**src/rtl/wb_commit_if.sv**
```systemverilog
// Bundle between the MEM/WB register, the register file and the syscall
// event consumer. The master drives the commit bundle; the slave is the commit unit.
interface wb_commit_if #(
  parameter int LANES  = 2,
  parameter int DATA_W = 32,
  parameter int CNT_W  = 32
);
  logic [LANES-1:0]        wb_valid;
  logic [LANES-1:0]        wb_flush;
  logic [LANES-1:0]        wb_reg_write;
  logic [LANES*5-1:0]      wb_addr;
  logic [LANES*DATA_W-1:0] wb_data;
  logic [LANES-1:0]        wb_is_syscall;
  logic [LANES*DATA_W-1:0] wb_sys_code;
  logic [LANES*DATA_W-1:0] wb_sys_arg;
  logic                    wb_stall;
  logic [LANES-1:0]        rf_we;
  logic [LANES*5-1:0]      rf_waddr;
  logic [LANES*DATA_W-1:0] rf_wdata;
  logic                    evt_valid;
  logic                    evt_ready;
  logic [DATA_W-1:0]       evt_code;
  logic [DATA_W-1:0]       evt_arg;
  logic                    halted;
  logic [CNT_W-1:0]        retire_count;

  modport master (
    output wb_valid, wb_flush, wb_reg_write, wb_addr, wb_data,
           wb_is_syscall, wb_sys_code, wb_sys_arg, evt_ready,
    input  wb_stall, rf_we, rf_waddr, rf_wdata, evt_valid,
           evt_code, evt_arg, halted, retire_count
  );

  modport slave (
    input  wb_valid, wb_flush, wb_reg_write, wb_addr, wb_data,
           wb_is_syscall, wb_sys_code, wb_sys_arg, evt_ready,
    output wb_stall, rf_we, rf_waddr, rf_wdata, evt_valid,
           evt_code, evt_arg, halted, retire_count
  );
endinterface

```
**src/rtl/wb_commit_unit.sv**
```systemverilog
// N-lane write-back/commit stage: register-write gating with youngest-writer-wins,
// multi-push syscall event FIFO, retire counter and exit/halt FSM.
module wb_commit_unit #(
  parameter int LANES     = 2,
  parameter int DATA_W    = 32,
  parameter int EVT_DEPTH = 4,
  parameter int CNT_W     = 32,
  parameter int EXIT_CODE = 10
) (
  input  logic         clk,
  input  logic         rst_n,
  wb_commit_if.slave   bus
);
  localparam int AW    = $clog2(EVT_DEPTH);
  localparam int OCC_W = AW + 1;

  typedef enum logic [1:0] {
    ST_RUN    = 2'd0,
    ST_DRAIN  = 2'd1,
    ST_HALTED = 2'd2
  } state_t;

  state_t              state_r;
  state_t              state_nxt_s;
  logic [DATA_W-1:0]   code_mem_r [EVT_DEPTH];
  logic [DATA_W-1:0]   arg_mem_r  [EVT_DEPTH];
  logic [AW-1:0]       wr_ptr_r;
  logic [AW-1:0]       rd_ptr_r;
  logic [OCC_W-1:0]    count_r;
  logic [CNT_W-1:0]    retire_count_r;

  logic [LANES-1:0]    live_s;
  logic [LANES-1:0]    is_exit_s;
  logic [LANES-1:0]    commit_s;
  logic [LANES-1:0]    push_en_s;
  logic [LANES-1:0]    rf_we_s;
  logic [AW-1:0]       push_idx_s [LANES];
  logic [OCC_W-1:0]    k_s;
  logic [OCC_W-1:0]    free_s;
  logic [OCC_W-1:0]    n_push_s;
  logic [CNT_W-1:0]    retire_inc_s;
  logic                stall_s;
  logic                exit_commit_s;
  logic                pop_s;
  logic                run_s;
  logic                halted_s;

  // Live lanes, exit detection and the count of live syscalls needing FIFO room
  always_comb begin
    k_s = {OCC_W{1'b0}};
    for (int i = 0; i < LANES; i++) begin
      live_s[i]    = bus.wb_valid[i] & ~bus.wb_flush[i];
      is_exit_s[i] = live_s[i] & bus.wb_is_syscall[i] &
                     (bus.wb_sys_code[i*DATA_W +: DATA_W] == DATA_W'(EXIT_CODE));
      if (live_s[i] & bus.wb_is_syscall[i]) begin
        k_s = k_s + OCC_W'(1'b1);
      end else begin
        k_s = k_s;
      end
    end
    free_s  = OCC_W'(EVT_DEPTH) - count_r;
    stall_s = ~run_s | (k_s > free_s);
  end

  // Commit mask (lanes younger than an exit are dropped) and in-order push slots
  always_comb begin : commit_comb
    logic exit_seen_v;
    exit_seen_v   = 1'b0;
    n_push_s      = {OCC_W{1'b0}};
    retire_inc_s  = {CNT_W{1'b0}};
    exit_commit_s = 1'b0;
    for (int i = 0; i < LANES; i++) begin
      commit_s[i]   = ~stall_s & live_s[i] & ~exit_seen_v;
      exit_seen_v   = exit_seen_v | is_exit_s[i];
      exit_commit_s = exit_commit_s | (commit_s[i] & is_exit_s[i]);
      push_en_s[i]  = commit_s[i] & bus.wb_is_syscall[i];
      push_idx_s[i] = wr_ptr_r + n_push_s[AW-1:0];
      if (push_en_s[i]) begin
        n_push_s = n_push_s + OCC_W'(1'b1);
      end else begin
        n_push_s = n_push_s;
      end
      retire_inc_s = retire_inc_s + CNT_W'(commit_s[i]);
    end
  end

  // Register-file enables: a younger committed writer to the same register shadows older lanes
  always_comb begin
    for (int i = 0; i < LANES; i++) begin
      rf_we_s[i] = commit_s[i] & bus.wb_reg_write[i] & (bus.wb_addr[i*5 +: 5] != 5'd0);
      for (int j = i + 1; j < LANES; j++) begin
        if (commit_s[j] & bus.wb_reg_write[j] &
            (bus.wb_addr[j*5 +: 5] == bus.wb_addr[i*5 +: 5])) begin
          rf_we_s[i] = 1'b0;
        end else begin
          rf_we_s[i] = rf_we_s[i];
        end
      end
    end
  end

  assign pop_s = (count_r != {OCC_W{1'b0}}) & bus.evt_ready;

  // Event storage; occupancy tracking makes a reset of the contents unnecessary
  always_ff @(posedge clk) begin
    for (int i = 0; i < LANES; i++) begin
      if (push_en_s[i]) begin
        code_mem_r[push_idx_s[i]] <= bus.wb_sys_code[i*DATA_W +: DATA_W];
        arg_mem_r[push_idx_s[i]]  <= bus.wb_sys_arg[i*DATA_W +: DATA_W];
      end
    end
  end

  // FIFO pointers, occupancy and retire counter
  always_ff @(posedge clk or negedge rst_n) begin
    if (!rst_n) begin
      wr_ptr_r       <= {AW{1'b0}};
      rd_ptr_r       <= {AW{1'b0}};
      count_r        <= {OCC_W{1'b0}};
      retire_count_r <= {CNT_W{1'b0}};
    end else begin
      wr_ptr_r       <= wr_ptr_r + n_push_s[AW-1:0];
      rd_ptr_r       <= rd_ptr_r + AW'(pop_s);
      count_r        <= count_r + n_push_s - OCC_W'(pop_s);
      retire_count_r <= retire_count_r + retire_inc_s;
    end
  end

  // FSM state register
  always_ff @(posedge clk or negedge rst_n) begin
    if (!rst_n) begin
      state_r <= ST_RUN;
    end else begin
      state_r <= state_nxt_s;
    end
  end

  // FSM next state: the exit syscall itself enqueues, so DRAIN waits for its pop too
  always_comb begin
    case (state_r)
      ST_RUN:    state_nxt_s = exit_commit_s ? ST_DRAIN : ST_RUN;
      ST_DRAIN:  state_nxt_s = (count_r == {OCC_W{1'b0}}) ? ST_HALTED : ST_DRAIN;
      ST_HALTED: state_nxt_s = ST_HALTED;
      default:   state_nxt_s = ST_RUN;
    endcase
  end

  // FSM outputs
  always_comb begin
    case (state_r)
      ST_RUN:    begin run_s = 1'b1; halted_s = 1'b0; end
      ST_DRAIN:  begin run_s = 1'b0; halted_s = 1'b0; end
      ST_HALTED: begin run_s = 1'b0; halted_s = 1'b1; end
      default:   begin run_s = 1'b0; halted_s = 1'b0; end
    endcase
  end

  assign bus.wb_stall     = stall_s;
  assign bus.rf_we        = rf_we_s;
  assign bus.rf_waddr     = bus.wb_addr;
  assign bus.rf_wdata     = bus.wb_data;
  assign bus.evt_valid    = (count_r != {OCC_W{1'b0}});
  assign bus.evt_code     = code_mem_r[rd_ptr_r];
  assign bus.evt_arg      = arg_mem_r[rd_ptr_r];
  assign bus.halted       = halted_s;
  assign bus.retire_count = retire_count_r;
endmodule
```
**src/flat_wrapper.sv**
```systemverilog
// flat-port wrapper written by rule: the top's interface ports become plain ports
module wb_commit_unit_flat 
#(
  parameter int LANES     = 2,
  parameter int DATA_W    = 32,
  parameter int EVT_DEPTH = 4,
  parameter int CNT_W     = 32,
  parameter int EXIT_CODE = 10
)
  (clk, rst_n, bus_wb_valid, bus_wb_flush, bus_wb_reg_write, bus_wb_addr, bus_wb_data, bus_wb_is_syscall, bus_wb_sys_code, bus_wb_sys_arg, bus_evt_ready, bus_wb_stall, bus_rf_we, bus_rf_waddr, bus_rf_wdata, bus_evt_valid, bus_evt_code, bus_evt_arg, bus_halted, bus_retire_count);
  wb_commit_if #(.LANES(LANES), .DATA_W(DATA_W), .CNT_W(CNT_W)) bus_i ();
  input  logic clk;
  input  logic rst_n;
  input wire logic [$bits(bus_i.wb_valid)-1:0] bus_wb_valid;
  input wire logic [$bits(bus_i.wb_flush)-1:0] bus_wb_flush;
  input wire logic [$bits(bus_i.wb_reg_write)-1:0] bus_wb_reg_write;
  input wire logic [$bits(bus_i.wb_addr)-1:0] bus_wb_addr;
  input wire logic [$bits(bus_i.wb_data)-1:0] bus_wb_data;
  input wire logic [$bits(bus_i.wb_is_syscall)-1:0] bus_wb_is_syscall;
  input wire logic [$bits(bus_i.wb_sys_code)-1:0] bus_wb_sys_code;
  input wire logic [$bits(bus_i.wb_sys_arg)-1:0] bus_wb_sys_arg;
  input wire logic [$bits(bus_i.evt_ready)-1:0] bus_evt_ready;
  output wire logic [$bits(bus_i.wb_stall)-1:0] bus_wb_stall;
  output wire logic [$bits(bus_i.rf_we)-1:0] bus_rf_we;
  output wire logic [$bits(bus_i.rf_waddr)-1:0] bus_rf_waddr;
  output wire logic [$bits(bus_i.rf_wdata)-1:0] bus_rf_wdata;
  output wire logic [$bits(bus_i.evt_valid)-1:0] bus_evt_valid;
  output wire logic [$bits(bus_i.evt_code)-1:0] bus_evt_code;
  output wire logic [$bits(bus_i.evt_arg)-1:0] bus_evt_arg;
  output wire logic [$bits(bus_i.halted)-1:0] bus_halted;
  output wire logic [$bits(bus_i.retire_count)-1:0] bus_retire_count;
  assign bus_i.wb_valid = bus_wb_valid;
  assign bus_i.wb_flush = bus_wb_flush;
  assign bus_i.wb_reg_write = bus_wb_reg_write;
  assign bus_i.wb_addr = bus_wb_addr;
  assign bus_i.wb_data = bus_wb_data;
  assign bus_i.wb_is_syscall = bus_wb_is_syscall;
  assign bus_i.wb_sys_code = bus_wb_sys_code;
  assign bus_i.wb_sys_arg = bus_wb_sys_arg;
  assign bus_i.evt_ready = bus_evt_ready;
  assign bus_wb_stall = bus_i.wb_stall;
  assign bus_rf_we = bus_i.rf_we;
  assign bus_rf_waddr = bus_i.rf_waddr;
  assign bus_rf_wdata = bus_i.rf_wdata;
  assign bus_evt_valid = bus_i.evt_valid;
  assign bus_evt_code = bus_i.evt_code;
  assign bus_evt_arg = bus_i.evt_arg;
  assign bus_halted = bus_i.halted;
  assign bus_retire_count = bus_i.retire_count;
  wb_commit_unit #(.LANES(LANES), .DATA_W(DATA_W), .EVT_DEPTH(EVT_DEPTH), .CNT_W(CNT_W), .EXIT_CODE(EXIT_CODE)) u_core (.clk(clk), .rst_n(rst_n), .bus(bus_i));
endmodule
```
**config.mk**
```make
export PLATFORM = sky130hd
export DESIGN_NAME = wb_commit_unit_flat
export DESIGN_NICKNAME = d
export VERILOG_FILES = /design/src/rtl/wb_commit_if.sv /design/src/rtl/wb_commit_unit.sv /design/src/flat_wrapper.sv
export SDC_FILE = /design/constraint.sdc
export NUM_CORES = 1
export LEC_CHECK = 0
export CAP_MARGIN = 20
export CELL_PAD_IN_SITES_DETAIL_PLACEMENT = 1
export CELL_PAD_IN_SITES_GLOBAL_PLACEMENT = 1
export CORE_AREA = 2 2 198 200
export DETAILED_ROUTE_END_ITERATION = 8
export DIE_AREA = 0 0 200 202
export GPL_TIMING_DRIVEN = 0
export PLACE_DENSITY = 0.78
export SYNTH_ARGS = -nofsm -noshare
export SYNTH_HDL_FRONTEND = slang
export SYNTH_SLANG_ARGS = --single-unit
```
**constraint.sdc**
```tcl
create_clock -name clk -period 6 [get_ports clk]
set_input_delay 1.2 -clock clk [delete_from_list [all_inputs] [get_ports clk]]
set_output_delay 1.2 -clock clk [all_outputs]
set_load 0.005 [all_outputs]
```
==> results.yml <==
status:
  status: "completed"
power_and_ir_drop:
  netSwitchingPower_w: 0.00209
  combPwrFrac_pct: 35.1
  ir_worst_vdd_v: 0.000145
  p_int_w: 0.00522
  power.density_nw_per_um2: 355
  seqPwrFrac_pct: 36.4
  p_sw_share_pct: 28.6
  p_leak_nw: 7.39
  pwr-share-clk_pct: 28.5
sta:
  maxSlewHeadroom_pct: 34.8
  setup_ws_ns: 0.457
  final-hold-violation-count: 0
  fin_crit_ns: 5.54
  setup_viol: 0
  fmax_mhz: 180
  final-max-slew-violation-count: 0
  grt_setup_unrepaired: "no"
  clock_skew_ns: 0.0290
  tns_ns: 0
  max_slew.worst_pin.slew_ns: 0.978
  fin_crit_sh_pct: 92.4
place:
  dpl_cell_area_um2: 19500
  dp_hpwl_um: 29400
  port_buffers: 323
  pre_cts_slack_ns: -0.130
  gp_congestion: 0.776
final_layout:
  nets: 1514
  mostFrequentLayoutCells: "clkdlybuf4s50_1, edfxtp_1, mux2_1"
  utilization_pct: 53.9
  multi_input_area_um2: 5790
  fill_cells: 3663
  layout-drive-gt1-share_pct: 26.4
  syn2layout_area_growth_pct: 33.4
  final_common_cell: "clkdlybuf4s50_1"
  regArea_um2: 8710
  design_area_um2: 20600
synthesis:
  synthXorXnorAreaFrac_pct: 2.32
  ys_seq_elements: 297
  ys_warn_count: 0
  yosysTopAreaCell: "edfxtp_1"
  syn_area_um2: 15500
  synthTopCellsByArea: "edfxtp_1, mux2_1, mux4_2"
  async_flop_share_pct: 13.8
  synth_top_area_share_pct: 49.7
  synthMuxAreaShare_pct: 29.1
  synth_cells: 919
  synth_nets: 1149
  ys_types: 46
  synth_edf_count: 256
  dominantRegCellSynth: "edfxtp_1"
  synth_compound_area_share_pct: 0.623
  synth_top_family_by_area: "multiplexers"
  syn-mean-instance-area_um2: 16.8
  synth_seq_area_share_pct: 56.3
  synth-simple-area-share_pct: 3.70
  synth_adder_area_share_pct: 1.47
drt:
  first_iter_violations: 389
  drc: 0
  vias: 9413
  finalWirelength_um: 42800
  detail_route.first_pass.iterations: 6
  ant_nets: 0
  routedWlPerCell_um: 23.3
  viasPerCell: 5.13
clock_tree:
  cts_sinks: 297
  clock_latency_ns: 0.53
  cts_setup_buffers: 0
  cts_resized: 0
  clk_pin_slew_ns: 0.06
  htree_levels: 2
  ctsLongestPathBuffers: 3
  tritoncts: "yes"
  hold_buffers: 0
  cts-root-buf: "clkbuf_16"
  cts_buffers: 35
global_route:
  grt_pass1_vias: 10729
  gr-total-overflow: 0
  globalRouteTotalUtil_pct: 21.3
  top_usage_layer: "met2"
  grt_start_max_net_pins: 54
  grt_util_met2_pct: 37.3
  grt_util_met1_pct: 26.2
  antenna_found_initial: 6
  met3_usage_pct: 5.62
  grt_pass1_wl_um: 64400
critical_path:
  worstSetupPathType: "input pin to flip-flop"
  crit_fanout: 34
  arrival_ns: 5.73
  worstPathRequired_ns: 6.19
  critPathLaunchType: "input pin"
  r2r_slack_ns: 1.45
  cp-end-kind: "flip-flop"
floorplan:
  row_count: 72
  ios: 388
  die_h_um: 202
  start_util_pct: 40.4
  coreArea_um2: 38300
  die-area_um2: 40400
  die_w_um: 200
job:
  drv_cap: 0
hold_path:
  min_path_type: "flip-flop to flip-flop"
per-stage QoR:
| stage | hold slack, ns | instances | total power, W |
|---|---|---|---|
| after floorplan | 0.465 | 919 | 0.00400 |
| after global placement | 0.461 | 1760 | 0.00524 |
| after detailed placement | 0.456 | 1765 | 0.00533 |
| after CTS | 0.475 | 1829 | 0.00744 |
| after global routing | 0.498 | 1830 | 0.00767 |
| final | 0.470 | 1834 | 0.00731 |
cells by family after synthesis:
logic type,after synthesis
AO/OA/AOI/OAI,12
XOR/XNOR,41
adder cells (fa/ha/maj),17
buffers and inverters,135
flip-flops,297
multiplexers,320
AND/OR/NAND/NOR,97
registers in the layout, summed over array words and instances, names as in the netlist:
| register | count |
|---|---|
| u_core.arg_mem_r | 128 |
| u_core.code_mem_r | 128 |
| u_core.bus.retire_count | 32 |
| u_core.count_r | 3 |
| u_core.rd_ptr_r | 2 |
| u_core.state_r | 2 |
| u_core.wr_ptr_r | 2 |
cell usage after synthesis (3+ instances only):
cell type,count
clkbuf_1,5
xnor2_1,29
buf_1,3
buf_6,20
nand3_1,9
edfxtp_1,256
nor2b_1,3
buf_2,10
nor4_1,17
ha_1,15
dfrtp_1,41
mux2_2,60
and4_1,3
mux4_2,64
nand4_1,10
mux2_4,49
nand2_1,19
nor2_1,9
and2_1,3
inv_1,19
mux2_1,147
and3_1,3
nand3b_1,3
buf_4,74
buf_8,4
nor3_1,6
xor2_1,12
power by group through the flow:
stage                     combinational (W)  clock, W  sequential [W]
after floorplan                     0.00131         0         0.00268
after global placement              0.00253         0         0.00271
after detailed placement            0.00262         0         0.00271
after CTS                           0.00263   0.00214         0.00267
after global routing                0.00276   0.00222         0.00269
final                               0.00256   0.00208         0.00267
worst max-delay path, stage by stage:
cell and delay (ns):
clkdlybuf4s50_1 0.54, and3b_1 0.28, ha_1 0.18, ha_1 0.30
nor2b_1 0.14, o211ai_2 0.18, nand2_1 0.17, nor2_1 0.37
ha_1 0.24, xor2_1 0.36, nand2_1 0.12, nor4b_2 0.34
buf_6 0.24, buf_6 0.21, a31o_4 0.51, buf_16 0.31
final timing paths:
| check | start | end | cells after the start |
|---|---|---|---|
| worst max register to register | u_core.count_r[0]$_DFF_PN0_ | u_core.arg_mem_r[3][19]$_DFFE_PP_ | 16 |
| min in group asynchronous | rst_n | u_core.bus.retire_count[4]$_DFF_PN0_ | 1 |
| worst max-delay path | bus_wb_is_syscall[1] | u_core.arg_mem_r[3][19]$_DFFE_PP_ | 16 |
| max in group asynchronous | rst_n | u_core.count_r[1]$_DFF_PN0_ | 2 |
| worst min register to register | u_core.bus.retire_count[31]$_DFF_PN0_ | u_core.bus.retire_count[31]$_DFF_PN0_ | 1 |
| worst min-delay path | u_core.bus.retire_count[31]$_DFF_PN0_ | u_core.bus.retire_count[31]$_DFF_PN0_ | 1 |
metal layers:
layer  up-vias  share of wire, %
met2       265                51
li1       4276                 -
met5         -             0.030
met4         2               1.4
met1      4825                41
met3        45               6.7
area by class of cell:
class | count | share of cell area [%]
Sequential cell | 297 | 42.2
Tap cell | 518 | 3.14
Inverter | 19 | 0.346
Antenna cell | 5 | 0.0606
Clock inverter | 22 | 0.976
Timing Repair Buffer | 328 | 16.3
Multi-Input combinational cell | 487 | 28.1
Clock buffer | 42 | 4.42
Buffer | 116 | 4.46
Note: power is estimated with default switching activity, not from simulation.
